<file path="config.mk">
export PLATFORM = sky130hd
export DESIGN_NAME = pong_match_controller_flat
export DESIGN_NICKNAME = d
export VERILOG_FILES = /design/src/rtl/pong_match_controller_if.sv /design/src/rtl/pong_match_controller.sv /design/src/flat_wrapper.sv
export SDC_FILE = /design/constraint.sdc
export NUM_CORES = 1
export LEC_CHECK = 0
export BUFFER_PORTS_ARGS = -buffer_cell sky130_fd_sc_hd__clkbuf_2
export CAP_MARGIN = 20
export CORE_MARGIN = 4
export CORE_UTILIZATION = 50
export CTS_CLUSTER_SIZE = 14
export DETAILED_ROUTE_END_ITERATION = 10
export MAX_ROUTING_LAYER = met4
export PLACE_DENSITY = 0.74
export SYNTH_ARGS = -nofsm -noshare
export SYNTH_HDL_FRONTEND = slang
export SYNTH_SLANG_ARGS = --single-unit
</file>
<file path="constraint.sdc">
create_clock -name clk_0 -period 2 [get_ports clk_0]
set_input_delay 0.3 -clock clk_0 [delete_from_list [all_inputs] [get_ports clk_0]]
set_output_delay 0.3 -clock clk_0 [all_outputs]
set_load 0.05 [all_outputs]
</file>
<file path="src/rtl/pong_match_controller_if.sv">
// Signal bundle between the match controller and the game-logic/renderer side.
// The master side drives the events and the slave (controller) drives the commands and scores.
interface pong_match_controller_if #(
  parameter int SCORE_W = 4
);
  logic               frame_tick;
  logic               start;
  logic               miss_left;
  logic               miss_right;
  logic               run_enable;
  logic               ball_reset;
  logic               serve_dir;
  logic [SCORE_W-1:0] score_p1;
  logic [SCORE_W-1:0] score_p2;
  logic               game_over;
  logic               winner;

  modport master (
    output frame_tick, start, miss_left, miss_right,
    input  run_enable, ball_reset, serve_dir, score_p1, score_p2, game_over, winner
  );

  modport slave (
    input  frame_tick, start, miss_left, miss_right,
    output run_enable, ball_reset, serve_dir, score_p1, score_p2, game_over, winner
  );
endinterface

</file>
<file path="src/rtl/pong_match_controller.sv">
// Pong match sequencer: serve timing, ball motion gating, score keeping and winner detection.
// All outputs are registered; reset is synchronous and active-low.
module pong_match_controller #(
  parameter int WIN_SCORE   = 7,
  parameter int SERVE_DELAY = 60,
  parameter int SCORE_W     = 4
) (
  input  logic                    clk_0,
  input  logic                    rst,
  pong_match_controller_if.slave  bus
);

  localparam int CNT_W = $clog2(SERVE_DELAY + 1);

  localparam logic [1:0] IDLE       = 2'd0;
  localparam logic [1:0] SERVE_WAIT = 2'd1;
  localparam logic [1:0] RALLY      = 2'd2;
  localparam logic [1:0] GAME_OVER  = 2'd3;

  localparam logic [CNT_W-1:0]   CNT_MAX  = CNT_W'(SERVE_DELAY);
  localparam logic [CNT_W-1:0]   CNT_LAST = CNT_W'(SERVE_DELAY - 1);
  localparam logic [SCORE_W-1:0] WIN_VAL  = SCORE_W'(WIN_SCORE);

  logic [1:0]         state;
  logic [CNT_W-1:0]   serve_cnt;
  logic               start_q;
  logic               start_rise;
  logic               run_enable_r;
  logic               ball_reset_r;
  logic               serve_dir_r;
  logic [SCORE_W-1:0] score_p1_r;
  logic [SCORE_W-1:0] score_p2_r;
  logic               game_over_r;
  logic               winner_r;
  logic [SCORE_W-1:0] p1_inc;
  logic [SCORE_W-1:0] p2_inc;

  always_comb begin
    start_rise = bus.start & ~start_q;
    p1_inc     = score_p1_r + 1'b1;
    p2_inc     = score_p2_r + 1'b1;
  end

  always_ff @(posedge clk_0) begin
    if (!rst) begin
      state        <= IDLE;
      serve_cnt    <= '0;
      start_q      <= 1'b1;  // a button held through reset must not count as a press
      run_enable_r <= 1'b0;
      ball_reset_r <= 1'b0;
      serve_dir_r  <= 1'b0;
      score_p1_r   <= '0;
      score_p2_r   <= '0;
      game_over_r  <= 1'b0;
      winner_r     <= 1'b0;
    end else begin
      start_q      <= bus.start;
      ball_reset_r <= 1'b0;
      case (state)
        IDLE: begin
          run_enable_r <= 1'b0;
          if (start_rise) begin
            state        <= SERVE_WAIT;
            ball_reset_r <= 1'b1;
            serve_cnt    <= '0;
            serve_dir_r  <= 1'b0;
          end
        end
        SERVE_WAIT: begin
          run_enable_r <= 1'b0;
          if (bus.frame_tick && serve_cnt != CNT_MAX) begin
            serve_cnt <= serve_cnt + 1'b1;
            if (serve_cnt == CNT_LAST) begin
              state        <= RALLY;
              run_enable_r <= 1'b1;
            end
          end
        end
        RALLY: begin
          run_enable_r <= 1'b1;
          if (bus.miss_left || bus.miss_right) begin
            // A double miss scores nobody, so only single misses can end the match
            if (bus.miss_left && !bus.miss_right) begin
              score_p2_r  <= p2_inc;
              serve_dir_r <= 1'b0;
            end else if (bus.miss_right && !bus.miss_left) begin
              score_p1_r  <= p1_inc;
              serve_dir_r <= 1'b1;
            end
            run_enable_r <= 1'b0;
            if (bus.miss_left && !bus.miss_right && p2_inc == WIN_VAL) begin
              state       <= GAME_OVER;
              game_over_r <= 1'b1;
              winner_r    <= 1'b1;
            end else if (bus.miss_right && !bus.miss_left && p1_inc == WIN_VAL) begin
              state       <= GAME_OVER;
              game_over_r <= 1'b1;
              winner_r    <= 1'b0;
            end else begin
              state        <= SERVE_WAIT;
              ball_reset_r <= 1'b1;
              serve_cnt    <= '0;
            end
          end
        end
        GAME_OVER: begin
          run_enable_r <= 1'b0;
          if (start_rise) begin
            state        <= SERVE_WAIT;
            score_p1_r   <= '0;
            score_p2_r   <= '0;
            game_over_r  <= 1'b0;
            ball_reset_r <= 1'b1;
            serve_dir_r  <= 1'b0;
            serve_cnt    <= '0;
          end
        end
        default: state <= IDLE;
      endcase
    end
  end

  assign bus.run_enable = run_enable_r;
  assign bus.ball_reset = ball_reset_r;
  assign bus.serve_dir  = serve_dir_r;
  assign bus.score_p1   = score_p1_r;
  assign bus.score_p2   = score_p2_r;
  assign bus.game_over  = game_over_r;
  assign bus.winner     = winner_r;

endmodule
</file>
<file path="src/flat_wrapper.sv">
// flat-port wrapper written by rule: the top's interface ports become plain ports
module pong_match_controller_flat 
#(
  parameter int WIN_SCORE   = 7,
  parameter int SERVE_DELAY = 60,
  parameter int SCORE_W     = 4
)
  (clk_0, rst, bus_frame_tick, bus_start, bus_miss_left, bus_miss_right, bus_run_enable, bus_ball_reset, bus_serve_dir, bus_score_p1, bus_score_p2, bus_game_over, bus_winner);
  pong_match_controller_if #(.SCORE_W(SCORE_W)) bus_i ();
  input  logic clk_0;
  input  logic rst;
  input wire logic [$bits(bus_i.frame_tick)-1:0] bus_frame_tick;
  input wire logic [$bits(bus_i.start)-1:0] bus_start;
  input wire logic [$bits(bus_i.miss_left)-1:0] bus_miss_left;
  input wire logic [$bits(bus_i.miss_right)-1:0] bus_miss_right;
  output wire logic [$bits(bus_i.run_enable)-1:0] bus_run_enable;
  output wire logic [$bits(bus_i.ball_reset)-1:0] bus_ball_reset;
  output wire logic [$bits(bus_i.serve_dir)-1:0] bus_serve_dir;
  output wire logic [$bits(bus_i.score_p1)-1:0] bus_score_p1;
  output wire logic [$bits(bus_i.score_p2)-1:0] bus_score_p2;
  output wire logic [$bits(bus_i.game_over)-1:0] bus_game_over;
  output wire logic [$bits(bus_i.winner)-1:0] bus_winner;
  assign bus_i.frame_tick = bus_frame_tick;
  assign bus_i.start = bus_start;
  assign bus_i.miss_left = bus_miss_left;
  assign bus_i.miss_right = bus_miss_right;
  assign bus_run_enable = bus_i.run_enable;
  assign bus_ball_reset = bus_i.ball_reset;
  assign bus_serve_dir = bus_i.serve_dir;
  assign bus_score_p1 = bus_i.score_p1;
  assign bus_score_p2 = bus_i.score_p2;
  assign bus_game_over = bus_i.game_over;
  assign bus_winner = bus_i.winner;
  pong_match_controller #(.WIN_SCORE(WIN_SCORE), .SERVE_DELAY(SERVE_DELAY), .SCORE_W(SCORE_W)) u_core (.clk_0(clk_0), .rst(rst), .bus(bus_i));
endmodule
</file>
==> results of run 1 <==
==> worst max-delay path by stage <==
stage / startpoint / end / slack [ps] / cells past startpoint
CTS: u_core.state[0] / u_core.serve_cnt[5] / 30 / 7
global route: u_core.bus.score_p2[1] / u_core.serve_cnt[5] / 7 / 6
finish: u_core.bus.score_p2[1] / u_core.serve_cnt[5] / 80 / 6
global placement: u_core.state[0] / u_core.serve_cnt[5] / 60 / 7
floorplan: u_core.bus.score_p1[3] / u_core.serve_cnt[5] / 2 / 5
detailed placement: u_core.state[0] / u_core.serve_cnt[5] / 0.8 / 7
==> metrics by stage <==
| step | setup slack, ps | cell area, um2 | total power, mW | instances |
|---|---|---|---|---|
| floorplan | 1.52 | 1320 | 0.993 | 156 |
| global placement | 62.2 | 1500 | 1.18 | 210 |
| detailed placement | 0.845 | 1500 | 1.20 | 210 |
| CTS | 30.6 | 1530 | 1.45 | 214 |
| global route | 6.60 | 1550 | 1.58 | 215 |
| finish | 84.5 | 1550 | 1.47 | 215 |
==> kinds of logic after synthesis <==
logic type	synth area share (%)
adder cells (fa/ha/maj)	9.74
multiplexers	2.34
AND/OR/NAND/NOR	27.0
AO/OA/AOI/OAI	20.9
flip-flops	34.3
XOR/XNOR	0.682
buffers and inverters	5.06
==> layer usage <==
metal  share of wire [%]  up-vias  GRT usage, %
li1                    -      627             -
met1                  47      554          24.4
met2                  46       32          28.1
met3                 4.6        6          3.29
met4                 1.8        0          10.0
met5                   0        -             -
==> sequential cells by signal (all words and copies together), names as in the netlist <==
register,count
u_core.bus.score_p2,4
u_core.bus.serve_dir,1
u_core.bus.winner,1
u_core.serve_cnt,6
u_core.bus.run_enable,1
u_core.bus.score_p1,4
u_core.bus.ball_reset,1
u_core.state,2
u_core.start_q,1
u_core.bus.game_over,1
==> repair_timing <==
action | in CTS | in global routing
endpoints found under the setup margin | 1 | 7
resized for setup | 1 | 5
setup buffers | 0 | 1
cloned | 0 | 0
hold buffers | 0 | 0
==> synthesized netlist by cell type (all sizes together), types with 4 or more instances <==
cell type / number / area (um2)
ha: 10 / 125
nor2b: 4 / 25.0
nand2: 11 / 41.3
o21ai: 6 / 30.0
a21oi: 13 / 65.1
nand3: 6 / 30.0
nor3: 5 / 25.0
and3: 4 / 25.0
o22ai: 4 / 25.0
nor2: 17 / 63.8
inv: 10 / 37.5
dfxtp: 22 / 440
==> worst reg2reg max path, delay by kind of cell, from the launching register on <==
family                     cells  cell delay (ps)
and+or+nand+nor                3              800
DFF                            1              390
AOI/OAI and AO/OA              2              460
adders and majority gates      1              170
==> power breakdown <==
group | total [mW] | switching, mW | internal, mW | leakage [nW]
clock | 0.251 | 0.139 | 0.111 | 0.0210
combinational | 0.692 | 0.399 | 0.293 | 0.451
sequential | 0.527 | 0.0419 | 0.485 | 0.182
total | 1.47 | 0.580 | 0.890 | 0.655
==> final cells by class <==
class	count	area, um2
fillers	213	902
inverters	11	41.3
well taps	30	37.5
clock buffers	4	36.3
flip-flops and latches	22	455
repair buffers	29	173
multi-input cells	119	810
==> metrics, run 1 <==
yosys warns 0; first-pass GRT wire length 4.95 mm; vias in the first global route 1,164; CTS H-tree lvls 1; Max VDD drop approximately 0.00057 V; Via density approximately 5.7; minimum clock period ~1900 ps; Setup Skew 7.44 ps; total number of vias 1,219; Hold Startpoint bus_start; CTS Sinks 22; DP HPWL around 2.2 mm; startpoint types flip-flop; Buf/Inv on CP 0; worst slew pin tran between 400 and 500 ps; setup TNS 0 ps; die area roughly 3400 um2; CTS clock-pin slew for the worst setup and hold paths ~120 ps; clk buf depth 2; drt drc 0; pin count of the biggest net entering global routing 15; initial core utilization between 50 and 60%; # IOs 19; core box area 2450 um2; Leak between 0.6 and 0.7 nW; Worst Path Arrival 2130 ps; Synth Register Bits 22; Max-Cap Viols 0; die height roughly 59 um; CP Data Required Time about 2200 ps; critical path's top delay family simple AND/OR/NAND/NOR gates; worst hold path depth 2; syn_nets 172; Total GRT Usage about a fifth; kind of critical path reg -> reg; Nets slightly above 200; post-route ant nets 0; post-synthesis cell count 156; core occupancy in the finished layout roughly 63%; Worst path slowest cell or4b_1; initial DRC count 41; fraction of registers with async set/reset 0%; RSZ-0062 raised after global routing false; status completed; critical path's largest stage delay between 400 and 500 ps; R2R Path Start u_core.bus.score_p2[1]; Yosys cell types 44; number of synthesized flops with an enable pin 0; TritonRoute pass-1 iters 4; Hold Path Class in -> reg; hold endpoint u_core.start_q; most frequent cells in the layout 18 x clkbuf_2, 17 x nor2_1, 14 x dfxtp_1; Most used DFF post-synth dfxtp_1; CP max FO 6; Worst Setup End Kind flip-flop; fin crit share between 90% and 100%; sequential area share after synthesis around a third; routed length per instance 13.4 um; Mean Syn Cell Area about 8 um2; final hold violations 0; slew margin rel. between 70% and 80%; power density over the cells ~950 nW/um2; area grow syn2layout 20.8%; clk root buf clkbuf_4; Skew-Pair Late Insertion Delay 320 ps; TritonCTS Buffers 3; IO buf count 18; reg-to-reg endpoint u_core.serve_cnt[5]; die width about 59 um; Placer Congestion about 0.85; CTS tree yes; R2R cell count 6; Post-Syn Area about 1300 um2; final setup fails 0; Max Clock Freq around 520 MHz; grt total ovfl 0; final wirelength approximately 2.9 mm; layout cells sized above 1 a little over a quarter; CP Cell Sequence ha_4 > nor2b_1 > a211o_1 > and3_1 > or4b_1 > a32o_1; ANT cells 0; Final Slew Violations 0; initial antenna violation count 0; commonest non-fill, non-tap cell in the layout clkbuf_2; Rows 18; Min Hold Slack ~190 ps; r2r setup slk around 84 ps
(Power assumes the default switching activity.)
==> run 2, diff against run 1 <==
PLACE_DENSITY = 0.71   (was 0.74)
SKIP_CTS_REPAIR_TIMING = 1   (was not set)
clock period = 2.3 ns   (was 2 ns; I/O delays follow)
==> run 2 against run 1 <==
Sequential power down 14%; largest cell class unchanged; clock skew down 6.0 ps; combinational power down 19%; clock power down 33%; final cell count down 4.2%; worst hold slack better by 62 ps; global-route usage down 0.75 points; first-iteration DRC count up 51%; flip-flop and latch count unchanged; setup slack better by 59 ps; power down 20%.
==> metrics, run 2 (synthesized netlist as in run 1, its figures left out) <==
Max Clock Freq 464 MHz (was 522 MHz); fin crit share 93.8% (was 95.8%); die height 58.7 um (unchanged); die area 3450 um2 (unchanged); Min Hold Slack 249 ps (was 187 ps); Total GRT Usage 18.2% (was 18.9%); final wirelength 2.80 mm (was 2.89 mm); final setup fails 0 (unchanged); pre-CTS setup slack 77.3 ps (was 0.845 ps); Final Power 1.18 mW (was 1.47 mW); Via density 5.86 (was 5.67); TritonRoute pass-1 iters 4 (unchanged); CTS Sinks 22 (unchanged); pin count of the biggest net entering global routing 15 (unchanged); kind of critical path reg -> reg (unchanged); drt drc 0 (unchanged); total number of vias 1,207 (was 1,219); IO buf count 18 (unchanged); Skew-Pair Late Insertion Delay 300 ps (was 320 ps); Rows 18 (unchanged); initial antenna violation count 0 (unchanged); CTS tree yes (unchanged); Final Slew Violations 0 (unchanged); non-filler cells in the finished layout 206 (was 215); RSZ-0062 raised after global routing false (unchanged); Setup Skew 1.41 ps (was 7.44 ps); CTS H-tree lvls 1 (unchanged); initial DRC count 62 (was 41); ANT cells 0 (unchanged); Placer Congestion 0.823 (was 0.849); commonest non-fill, non-tap cell in the layout dfxtp_1 (was clkbuf_2); TritonCTS Buffers 3 (unchanged); final hold violations 0 (unchanged); initial core utilization 52.3% (unchanged); Nets 194 (was 202); clk buf depth 2 (unchanged); first-pass GRT wire length 4.80 mm (was 4.95 mm); Worst Path Arrival 2360 ps (was 2130 ps); Most flops, register u_core.serve_cnt (unchanged); grt total ovfl 0 (unchanged); CP max FO 9 (was 6); number of flip-flops in the largest register 6 (unchanged); Final Worst Setup Slack 143 ps (was 84.5 ps); worst slew pin tran 453 ps (was 432 ps); slew margin rel. 69.0% (was 70.9%); CTS clock-pin slew for the worst setup and hold paths 110 ps (was 120 ps); core box area 2450 um2 (unchanged); most frequent cells in the layout 20 x dfxtp_1, 18 x clkbuf_2, 17 x nor2_1 (was 18 x clkbuf_2, 17 x nor2_1, 14 x dfxtp_1); Max VDD drop 0.000586 V (was 0.000572 V); post-route design area 1450 um2 (was 1550 um2); post-route ant nets 0 (unchanged); placed cell areas 1410 um2 (was 1500 um2); vias in the first global route 1,101 (was 1,164); minimum clock period 2160 ps (was 1920 ps); layout cells sized above 1 17.0% (was 27.0%); area grow syn2layout 13.0% (was 20.8%); core occupancy in the finished layout 59.1% (was 63.3%); die width 58.7 um (unchanged); Leak 0.612 nW (was 0.655 nW); Max-Cap Viols 0 (unchanged); startpoint types flip-flop (unchanged); setup TNS 0 ps (unchanged); DP HPWL 2.15 mm (was 2.22 mm); Hold Path Class in -> reg (unchanged); Worst Setup End Kind flip-flop (unchanged); power density over the cells 814 nW/um2 (was 947 nW/um2); clk root buf clkbuf_4 (unchanged); # IOs 19 (unchanged); Placed Instances 203 (was 210); status completed (unchanged); CP Data Required Time 2500 ps (was 2220 ps); routed length per instance 13.6 um (was 13.4 um)
==> run 2: worst paths after layout <==
| check | cells after the start | slack [ps] | startpoint | end |
|---|---|---|---|---|
| worst max register to register | 6 | 140 | u_core.state[0] | u_core.serve_cnt[5] |
| worst min register to register | 2 | 470 | u_core.bus.game_over | u_core.bus.game_over |
| worst max-delay path | 6 | 140 | u_core.state[0] | u_core.serve_cnt[5] |
| worst min-delay path | 2 | 250 | bus_start | u_core.start_q |
==> run 2: layout make-up <==
type	count	area, um2
fill	235	1000
clock buffer	3	22.5
multi-input combinational	119	795
inverter	11	41.3
sequential	22	443
timing repair buffer	21	113
tap	30	37.5
==> run 2: worst max-delay path: stages (launching register included) <==
cell and delay, ps:
dfxtp_1 400, inv_1 80, ha_1 310, and3_1 200, and3_1 260, or4b_1 540
a32o_1 270
==> run 2: routing by layer <==
layer	GRT usage, %	part of all wire (%)
met1	21.1	45
met2	31.4	50
met3	2.41	3.0
met4	7.44	1.4
met5	-	0
==> run 2: power breakdown <==
group          switching (mW)  internal [mW]  total (mW)  leakage [nW]
Sequential             0.0360          0.419       0.455         0.179
Combinational           0.348          0.210       0.558         0.419
Clock                   0.108         0.0610       0.169        0.0138
Total                   0.492          0.690        1.18         0.612
